--- config.mk ---
export PLATFORM = sky130hd
export DESIGN_NAME = lsu_ctrl
export DESIGN_NICKNAME = d
export VERILOG_FILES = /design/src/rtl/lsu_ctrl_pkg.sv /design/src/rtl/lsu_ctrl_ld_fmt.sv /design/src/rtl/lsu_ctrl.sv
export SDC_FILE = /design/constraint.sdc
export NUM_CORES = 1
export LEC_CHECK = 0
export BUFFER_PORTS_ARGS = -buffer_cell sky130_fd_sc_hd__buf_4
export CAP_MARGIN = 20
export CORE_UTILIZATION = 45
export CTS_CLUSTER_DIAMETER = 60
export DETAILED_ROUTE_END_ITERATION = 8
export PLACE_DENSITY = 0.77
export REMOVE_ABC_BUFFERS = 1
export SLEW_MARGIN = 30
export SYNTH_ARGS = -nofsm -noshare
export SYNTH_HDL_FRONTEND = slang
export SYNTH_SLANG_ARGS = --single-unit
--- constraint.sdc ---
create_clock -name clk -period 4.26 [get_ports clk]
set_input_delay 1.278 -clock clk [delete_from_list [all_inputs] [get_ports clk]]
set_output_delay 1.278 -clock clk [all_outputs]
set_load 0.005 [all_outputs]
--- src/rtl/lsu_ctrl_pkg.sv ---
// lsu_ctrl_pkg: shared op codes, widths, error codes, FSM states and store-lane helpers
`ifndef LSU_CTRL_DEFINES
`define LSU_CTRL_DEFINES
`define CPU_WIDTH 32
`define MEM_OP_WIDTH 3
`define MEM_LB 3'd0
`define MEM_LH 3'd1
`define MEM_LW 3'd2
`define MEM_LBU 3'd3
`define MEM_LHU 3'd4
`define MEM_SB 3'd5
`define MEM_SH 3'd6
`define MEM_SW 3'd7
`define ERR_MISALIGN 2'd1
`define ERR_TIMEOUT 2'd2
`endif

package lsu_ctrl_pkg;
  localparam int CPU_W = `CPU_WIDTH;
  localparam int OP_W = `MEM_OP_WIDTH;
  localparam logic [OP_W-1:0] OP_LB = `MEM_LB;
  localparam logic [OP_W-1:0] OP_LH = `MEM_LH;
  localparam logic [OP_W-1:0] OP_LW = `MEM_LW;
  localparam logic [OP_W-1:0] OP_LBU = `MEM_LBU;
  localparam logic [OP_W-1:0] OP_LHU = `MEM_LHU;
  localparam logic [OP_W-1:0] OP_SB = `MEM_SB;
  localparam logic [OP_W-1:0] OP_SH = `MEM_SH;
  localparam logic [OP_W-1:0] OP_SW = `MEM_SW;
  localparam logic [1:0] ERR_MISALIGN = `ERR_MISALIGN;
  localparam logic [1:0] ERR_TIMEOUT = `ERR_TIMEOUT;

  typedef enum logic [2:0] {IDLE, REQ, WAIT, RESP, ERR} state_e;

  function automatic logic is_store(input logic [OP_W-1:0] op);
    return op == OP_SB || op == OP_SH || op == OP_SW;
  endfunction

  function automatic logic aligned(input logic [OP_W-1:0] op, input logic [1:0] a);
    return (op == OP_LH || op == OP_LHU || op == OP_SH) ? !a[0] :
           (op == OP_LW || op == OP_SW) ? a == 2'b00 : 1'b1;
  endfunction

  function automatic logic [3:0] st_be(input logic [OP_W-1:0] op, input logic [1:0] a);
    return op == OP_SB ? 4'b0001 << a : op == OP_SH ? 4'b0011 << a : 4'b1111;
  endfunction

  function automatic logic [CPU_W-1:0] st_data(input logic [OP_W-1:0] op, input logic [CPU_W-1:0] d);
    return op == OP_SB ? {4{d[7:0]}} : op == OP_SH ? {2{d[15:0]}} : d;
  endfunction
endpackage

--- src/rtl/lsu_ctrl_ld_fmt.sv ---
// lsu_ld_fmt: selects the addressed byte/halfword of a read word and sign/zero-extends it
module lsu_ld_fmt
  import lsu_ctrl_pkg::*;
(
  input  logic [OP_W-1:0]  op,
  input  logic [1:0]       addr,
  input  logic [CPU_W-1:0] rdata,
  output logic [CPU_W-1:0] data
);
  logic [7:0] b;
  logic [15:0] h;
  assign b = rdata[{addr, 3'b000} +: 8];
  assign h = addr[1] ? rdata[31:16] : rdata[15:0];
  assign data = op == OP_LB  ? {{24{b[7]}}, b} :
                op == OP_LBU ? {24'b0, b} :
                op == OP_LH  ? {{16{h[15]}}, h} :
                op == OP_LHU ? {16'b0, h} : rdata;
endmodule

--- src/rtl/lsu_ctrl.sv ---
// lsu_ctrl: single-outstanding load/store controller with alignment check and read timeout
module lsu_ctrl
  import lsu_ctrl_pkg::*;
#(
  parameter int TIMEOUT = 16
) (
  input  logic             clk,
  input  logic             rst,
  input  logic             lsu_valid,
  output logic             lsu_ready,
  input  logic [OP_W-1:0]  lsu_op,
  input  logic [CPU_W-1:0] lsu_addr,
  input  logic [CPU_W-1:0] lsu_wdata,
  input  logic [4:0]       lsu_rd,
  output logic             mem_req,
  output logic             mem_we,
  output logic [CPU_W-1:0] mem_addr,
  output logic [CPU_W-1:0] mem_wdata,
  output logic [3:0]       mem_be,
  input  logic             mem_gnt,
  input  logic             mem_rvalid,
  input  logic [CPU_W-1:0] mem_rdata,
  output logic             wb_valid,
  output logic [4:0]       wb_rd,
  output logic [CPU_W-1:0] wb_data,
  output logic             st_done,
  output logic             err_valid,
  output logic [1:0]       err_code,
  output logic [CPU_W-1:0] err_addr
);
  localparam int CW = $clog2(TIMEOUT + 1);
  state_e state, state_d;
  logic [OP_W-1:0] op_q;
  logic [CPU_W-1:0] addr_q, wdata_q, data_q, fmt;
  logic [4:0] rd_q;
  logic [1:0] code_q;
  logic [CW-1:0] cnt;
  logic st_q, store;

  assign store = is_store(op_q);

  lsu_ld_fmt u_fmt (.op(op_q), .addr(addr_q[1:0]), .rdata(mem_rdata), .data(fmt));

  always_ff @(posedge clk or posedge rst)
    if (rst) state <= IDLE;
    else state <= state_d;

  always_comb begin
    state_d = state;
    unique case (state)
      IDLE: if (lsu_valid) state_d = aligned(lsu_op, lsu_addr[1:0]) ? REQ : ERR;
      REQ: if (mem_gnt) state_d = store ? IDLE : WAIT;
      WAIT: state_d = mem_rvalid ? RESP : cnt == CW'(TIMEOUT - 1) ? ERR : WAIT;
      default: state_d = IDLE;
    endcase
  end

  // cnt is cleared outside WAIT so each read wait starts counting from zero
  always_ff @(posedge clk or posedge rst)
    if (rst) begin
      op_q <= '0;
      addr_q <= '0;
      wdata_q <= '0;
      rd_q <= '0;
      data_q <= '0;
      code_q <= '0;
      cnt <= '0;
      st_q <= 1'b0;
    end else begin
      if (state == IDLE && lsu_valid) begin
        op_q <= lsu_op;
        addr_q <= lsu_addr;
        wdata_q <= lsu_wdata;
        rd_q <= lsu_rd;
      end
      if (state_d == ERR) code_q <= state == WAIT ? ERR_TIMEOUT : ERR_MISALIGN;
      if (state == WAIT && mem_rvalid) data_q <= fmt;
      cnt <= state == WAIT ? cnt + 1'b1 : '0;
      st_q <= state == REQ && mem_gnt && store;
    end

  assign lsu_ready = state == IDLE;
  assign mem_req = state == REQ;
  assign mem_we = mem_req && store;
  assign mem_addr = mem_req ? {addr_q[CPU_W-1:2], 2'b00} : '0;
  assign mem_be = mem_we ? st_be(op_q, addr_q[1:0]) : '0;
  assign mem_wdata = mem_we ? st_data(op_q, wdata_q) : '0;
  assign wb_valid = state == RESP;
  assign wb_rd = wb_valid ? rd_q : '0;
  assign wb_data = wb_valid ? data_q : '0;
  assign st_done = st_q;
  assign err_valid = state == ERR;
  assign err_code = err_valid ? code_q : '0;
  assign err_addr = err_valid ? addr_q : '0;
endmodule
==> reports/qor.csv, run 1 <==
stage;metric;value;unit
run_status;status;finished, violations left;
run_status;violations;design-rule violations;
sta;drv_slew;0;
yosys;yosysMostFrequentCell;dfrtp_1;
clocking;clock_sinks;115;
place;io_buffers;251;
power_and_ir_drop;p_total;6.42;mW
place;hpwl;13.9;mm
clocking;htree_num_levels;4;
place;routabilityCongestion;0.814;
yosys;synthSimpleGateAreaFrac;22.6;%
sta;rsz0062_at_grt;false;
clocking;clk_pin_slew;0.06;ns
sta;tightest_slew;0.764;ns
clocking;cts-resized-gates;0;
yosys;synth_compound_area_share;14.1;%
sta;min_period_over_period;88.8;%
setup_path;cp-start-kind;flop;
setup_path;critical_path_class;flop to output port;
power_and_ir_drop;powerDensity;683;mW/mm^2
global_routing;grt_max_degree;55;
detailed_routing;ant_nets;0;
sta;setup_viol;0;
power_and_ir_drop;leakagePower;4.57;nW
finish;final_cell_count_no_fill;1141;
global_routing;overflow;0;
sta;finClkSkew;0.00944;ns
yosys;netlist_top_cells_count;dfrtp_1, and2_1, a21oi_1;
clocking;root_buffer;clkbuf_16;
yosys;async_flop_share;100;%
setup_path;end_kind;output port;
setup_path;worst-r2r-setup-slack;1.97;ns
clocking;clockBufferDepth;2;
yosys;synth.yosys.seq_area_share;42.1;%
sta;max_freq;264;MHz
hold_path;hold_path_class;flop to flop;
detailed_routing;totalWireLength;19.8;mm
floorplanning;die_w;125;um
global_routing;grt_pass1_wl;31.3;mm
flow_run;maxCapViolations;0;
yosys;avgSynthCellArea;9.50;um^2
sta;tns;0;ns
yosys;yosys_warnings;0;
floorplanning;rows;44;
floorplanning;start_util;46.6;%
clocking;postCtsSetupBuffers;0;
finish;area_growth_syn_to_layout;37.5;%
setup_path;cp_max_fo;31;
detailed_routing;first_pass_iters;7;
global_routing;grt_use_total;25.4;%
finish;drive_gt1_share;37.9;%
setup_path;cp.required;2.98;ns
finish;antenna_cells;0;
finish;nNetsFinal;1059;
detailed_routing;drcViolationCount;42;
detailed_routing;drt-initial-drc-count;492;
detailed_routing;viasPerCell;5.41;
yosys;synth_cell_types;51;
yosys;synth_edf_count;0;
yosys;netlist_instances;719;
finish;fillCellCount;1278;
detailed_routing;via_count;6171;
floorplanning;io_pins;254;
global_routing;antenna_found_initial;0;
sta;hold_violations;0;
yosys;synth_area;0.00683;mm^2
clocking;cts_buffers;17;
yosys;synth_top_area_share;42.1;%
clocking;cts-hold-fix-buffers;0;
detailed_routing;wire_per_inst;17.4;um
yosys;synthXorXnorAreaFrac;0.385;%
clocking;clk-insertion-delay-late;0.41;ns
yosys;synth_top_family_by_area;simple AND/OR/NAND/NOR gates;
yosys;synth_ff_type;dfrtp_1;
floorplanning;die_area;0.0157;mm^2
global_routing;grt_pass1_vias;5839;
yosys;yosys.area.top_type;dfrtp_1;
floorplanning;die_y;125;um
power_and_ir_drop;vdd.ir_drop.worst;0.000280;V
yosys;synth.area.top_cells;dfrtp_1, and2_1, mux2_2;
sta;slew_headroom;49.1;%
place;dp.cells;1109;
sta;post-route-min-period;3.78;ns
clocking;cts_tree;done;
floorplanning;coreArea;0.0146;mm^2
setup_path;crit_arrival;2.51;ns
yosys;ys_seq_elements;115;
yosys;synth.area.mux_share;14.2;%
yosys;synthAdderAreaFrac;1.10;%
[flip-flops by register name, summed over array words and instances, names as in the netlist]
signal and cells:
addr_q 32, data_q 32, wdata_q 32, cnt 5, rd_q 5, op_q 3
state 3, code_q 2, st_done 1
[cell type report]
| type | count | area (um^2) | share of cell area (%) |
|---|---|---|---|
| clock buffer | 22 | 484 | 5.16 |
| clock inverter | 10 | 153 | 1.63 |
| timing repair buffer | 266 | 2010 | 21.4 |
| tap | 184 | 230 | 2.45 |
| inverter | 12 | 47.5 | 0.506 |
| multi-input combinational | 532 | 3590 | 38.2 |
| sequential | 115 | 2880 | 30.6 |
[routing by layer]
metal  global-route usage (%)  up-vias  part of all wire (%)
li1                         -     2972                     -
met1                     31.1     2911                    41
met2                     43.2      252                    49
met3                     6.46       36                   7.3
met4                     9.33        0                   2.0
met5                        0        -                     0
[worst max-delay path, cell delays in order (launching register included)]
cell and delay (ns):
dfrtp_1 0.34, buf_4 0.31, nor2b_1 0.28, nand2_1 0.45, mux2i_1 0.24, a211oi_1 0.30
buf_4 0.16
[path summary, 6_finish.rpt]
kind | end | depth (start not counted) | from
setup / recovery | mem_wdata[31] | 6 | op_q[1]
hold / removal | data_q[2] | 2 | data_q[2]
setup reg to reg | data_q[10] | 6 | state[0]
hold reg to reg | data_q[2] | 2 | data_q[2]
max in group asynchronous | wdata_q[15] | 3 | rst
min in group asynchronous | addr_q[25] | 2 | rst
[kinds of logic after synthesis]
logic type               Yosys count
AO/OA/AOI/OAI                    155
XOR/XNOR                           3
adder cells (fa/ha/maj)            6
buffers and inverters             73
flip-flops                       115
multiplexers                      82
other                              1
AND/OR/NAND/NOR                  284
[power by group]
group | total [mW] | internal [mW] | switching [mW]
Combinational | 2.90 | 1.39 | 1.51
Sequential | 1.99 | 1.62 | 0.365
Clock | 1.53 | 1.04 | 0.495
[placed cells by master (no fill, tap or decap), drive strengths merged, types with 7 or more instances in the layout]
cell / netlist / layout
nand3b: 8 / 8
buf: 39 / 266
a211oi: 13 / 13
a221o: 7 / 7
clkbuf: 22 / 22
mux2: 69 / 69
a21oi: 71 / 71
nand3: 12 / 12
nor2b: 9 / 9
nor2: 49 / 49
and2: 84 / 84
o21ai: 23 / 23
a31oi: 10 / 10
and3: 31 / 31
inv: 12 / 12
nand2b: 10 / 10
nand2: 62 / 62
dfrtp: 115 / 115
o22ai: 7 / 7
mux2i: 8 / 8
[metrics by stage]
step / utilization, % / hold WS [ns] / worst slack [ns] / area (um^2)
6_report: 64.1 / 0.472 / 0.476 / 9390
3_5_place_dp: 59.8 / 0.464 / 0.627 / 8750
3_3_place_gp: 59.8 / 0.449 / 0.677 / 8750
4_1_cts: 64.1 / 0.476 / 0.169 / 9390
5_1_grt: 64.1 / 0.496 / 0.262 / 9390
2_1_floorplan: - / 0.431 / -0.0621 / 6510
Power figures use the tool's default switching activity.
==> inputs of run 2 (changes only) <==
--- a/config.mk
+++ b/config.mk
@@ -8,6 +8,7 @@
 export BUFFER_PORTS_ARGS = -buffer_cell sky130_fd_sc_hd__buf_4
 export CAP_MARGIN = 20
 export CORE_UTILIZATION = 45
+export CTS_BUF_LIST = sky130_fd_sc_hd__clkbuf_16
 export CTS_CLUSTER_DIAMETER = 60
 export DETAILED_ROUTE_END_ITERATION = 8
 export PLACE_DENSITY = 0.77
==> reports/qor.csv, run 2 (same netlist as run 1, synthesis figures left out) <==
stage;metric;value;unit;change
setup_path;worstReg2RegStart;state[0];;unchanged
global_routing;antenna_found_initial;0;;unchanged
finish;top_regs;addr_q (32), data_q (32), wdata_q (32);;unchanged
sta;max_freq;264;MHz;about the same
clocking;clock_sinks;115;;unchanged
finish;multiInputGateArea;0.00359;mm^2;unchanged
setup_path;end_kind;output port;;unchanged
clocking;cts_buffers;17;;unchanged
global_routing;busiest_layer;met2;;unchanged
global_routing;grt_max_degree;55;;unchanged
detailed_routing;drcViolationCount;42;;unchanged
floorplanning;die_area;0.0157;mm^2;unchanged
setup_path;slowest_delay;0.45;ns;about the same
finish;final_cell_mix;buf_4, dfrtp_1, and2_1;;unchanged
sta;setup_ws;0.478;ns;was 0.476 ns
detailed_routing;viasPerCell;5.42;;was 5.41
place;routabilityCongestion;0.814;;unchanged
clocking;postCtsSetupBuffers;0;;unchanged
sta;drv_slew;0;;unchanged
hold_path;hold_path_class;flop to flop;;unchanged
flow_run;maxCapViolations;0;;unchanged
sta;hold_violations;0;;unchanged
clocking;clk_pin_slew;0.05;ns;was 0.06 ns
place;hpwl;13.9;mm;unchanged
detailed_routing;first_pass_iters;7;;unchanged
detailed_routing;via_count;6189;;was 6171
power_and_ir_drop;p_sw_share;37.3;%;was 36.9%
sta;tightest_slew;0.757;ns;was 0.764 ns
floorplanning;die_y;125;um;unchanged
finish;nNetsFinal;1059;;unchanged
power_and_ir_drop;power.switching;2.36;mW;was 2.37 mW
detailed_routing;ant_nets;0;;unchanged
finish;mostFrequentLayoutCell;buf_4;;unchanged
place;io_buffers;251;;unchanged
global_routing;use_met2;43.3;%;was 43.2%
power_and_ir_drop;vdd.ir_drop.worst;0.000279;V;was 0.000280 V
global_routing;grt_pass1_wl;31.3;mm;about the same
floorplanning;coreArea;0.0146;mm^2;unchanged
setup_path;cp.required;2.98;ns;about the same
clocking;cts-resized-gates;0;;unchanged
power_and_ir_drop;leakagePower;4.56;nW;was 4.57 nW
setup_path;crit_slowest_cell;nand2_1;;unchanged
finish;fillCellCount;1289;;was 1278
sta;slew_headroom;49.5;%;was 49.1%
power_and_ir_drop;internal_power;3.97;mW;was 4.05 mW
clocking;clockBufferDepth;2;;unchanged
detailed_routing;drt-initial-drc-count;435;;was 492
floorplanning;rows;44;;unchanged
global_routing;overflow;0;;unchanged
sta;setup_viol;0;;unchanged
floorplanning;io_pins;254;;unchanged
hold_path;hold_depth;2;;unchanged
sta;min_period_over_period;88.8;%;about the same
detailed_routing;wire_per_inst;17.3;um;was 17.4 um
detailed_routing;totalWireLength;19.8;mm;about the same
clocking;cts-hold-fix-buffers;0;;unchanged
power_and_ir_drop;pwr-share-clk;22.9;%;was 23.8%
run_status;status;finished, violations left;;unchanged
place;place_area;0.00875;mm^2;unchanged
hold_path;min-delay-start;data_q[2];;unchanged
clocking;htree_num_levels;4;;unchanged
global_routing;grt_pass1_vias;5844;;was 5839
finish;drive_gt1_share;37.5;%;was 37.9%
setup_path;r2r_end;data_q[10];;unchanged
clocking;root_buffer;clkbuf_16;;unchanged
place;pre_cts_slack;0.627;ns;unchanged
setup_path;crit_arrival;2.50;ns;was 2.51 ns
setup_path;worst-r2r-setup-slack;1.96;ns;was 1.97 ns
setup_path;crit_family;simple AND/OR/NAND/NOR gates;;unchanged
sta;post-route-min-period;3.78;ns;about the same
floorplanning;start_util;46.6;%;unchanged
sta;rsz0062_at_grt;false;;unchanged
clocking;clk-insertion-delay-late;0.41;ns;about the same
setup_path;critical_path_class;flop to output port;;unchanged
setup_path;cp_max_fo;31;;unchanged
setup_path;path_cells;buf_4 -> nor2b_1 -> nand2_1 -> mux2i_1 -> a211oi_1 -> buf_4;;unchanged
setup_path;cp_num_buf_inv;2;;unchanged
global_routing;met1_usage;30.9;%;was 31.1%
sta;finClkSkew;0.00765;ns;was 0.00944 ns
finish;area_growth_syn_to_layout;36.9;%;was 37.5%
floorplanning;die_w;125;um;unchanged
finish;post-route-cell-area;0.00935;mm^2;was 0.00939 mm^2
setup_path;reg2regPathDepth;6;;unchanged
clocking;cts_tree;done;;unchanged
power_and_ir_drop;powerDensity;678;mW/mm^2;was 683 mW/mm^2
power_and_ir_drop;p_comb_share;45.7;%;was 45.2%
finish;antenna_cells;0;;unchanged
hold_path;hold_end;data_q[2];;unchanged
finish;seqCellArea;0.00288;mm^2;unchanged
global_routing;use_met3;6.46;%;unchanged
setup_path;cpMostUsedCell;buf_4;;unchanged
setup_path;cp-start-kind;flop;;unchanged
run_status;violations;design-rule violations;;unchanged
global_routing;grt_use_total;25.4;%;about the same
power_and_ir_drop;sequentialPowerShare;31.4;%;was 31.0%
-- run 2: changes by cell type in the layout (fill, tap and decap cells not counted), sizes merged --
cell / before / now
clkinv: 5 / 9
inv: 12 / 13
clkbuf: 22 / 17
-- run 2: cell type report --
cell class	count	share of cell area, %
Tap cell	184	2.46
Clock buffer	17	4.55
Multi-Input combinational cell	532	38.4
Timing Repair Buffer	266	21.5
Sequential cell	115	30.8
Clock inverter	15	1.83
Inverter	12	0.508
-- run 2: power groups by stage --
stage | clock network (mW) | logic, mW | registers [mW]
final | 1.45 | 2.90 | 1.99
after global routing | 1.53 | 3.19 | 2.06
after CTS | 1.48 | 2.91 | 1.99
after detailed placement | 0 | 2.90 | 2.00
after global placement | 0 | 2.83 | 1.98
after floorplan | 0 | 1.70 | 2.02
-- run 2: per-layer routing --
metal  up-vias  part of all wire, %
li1       2969                    -
met1      2924                   41
met2       260                   50
met3        36                  7.1
met4         0                  2.1
met5         -                    0
-- run 2: worst max path at each step --
stage | from | endpoint | slack [ns] | cells after the start
after global routing | op_q[1] | mem_wdata[30] | 0.26 | 6
after CTS | state[1] | mem_wdata[7] | 0.17 | 7
after global placement | state[1] | mem_wdata[6] | 0.68 | 7
after detailed placement | state[1] | mem_wdata[7] | 0.63 | 7
after floorplan | rst | addr_q[0] | -0.06 | 1
final | op_q[1] | mem_wdata[31] | 0.48 | 6
-- run 2: worst min-delay path: cells and delay by family, from the launching register on --
kind             cells  cell delay, ns
flip-flops           1            0.33
AND/OR/NAND/NOR      1            0.05
AO/OA/AOI/OAI        1            0.06
-- run 2: stage by stage --
step           utilization, %  cells  total power [mW]  TNS (ns)  hold slack (ns)
5_1_grt                  63.8   1141              6.78         0            0.495
6_report                 63.8   1141              6.34         0            0.471
4_1_cts                  63.8   1141              6.37         0            0.476
2_1_floorplan               -    659              3.72     -7.14            0.431
3_5_place_dp             59.8   1109              4.90         0            0.464
3_3_place_gp             59.8   1109              4.81         0            0.449
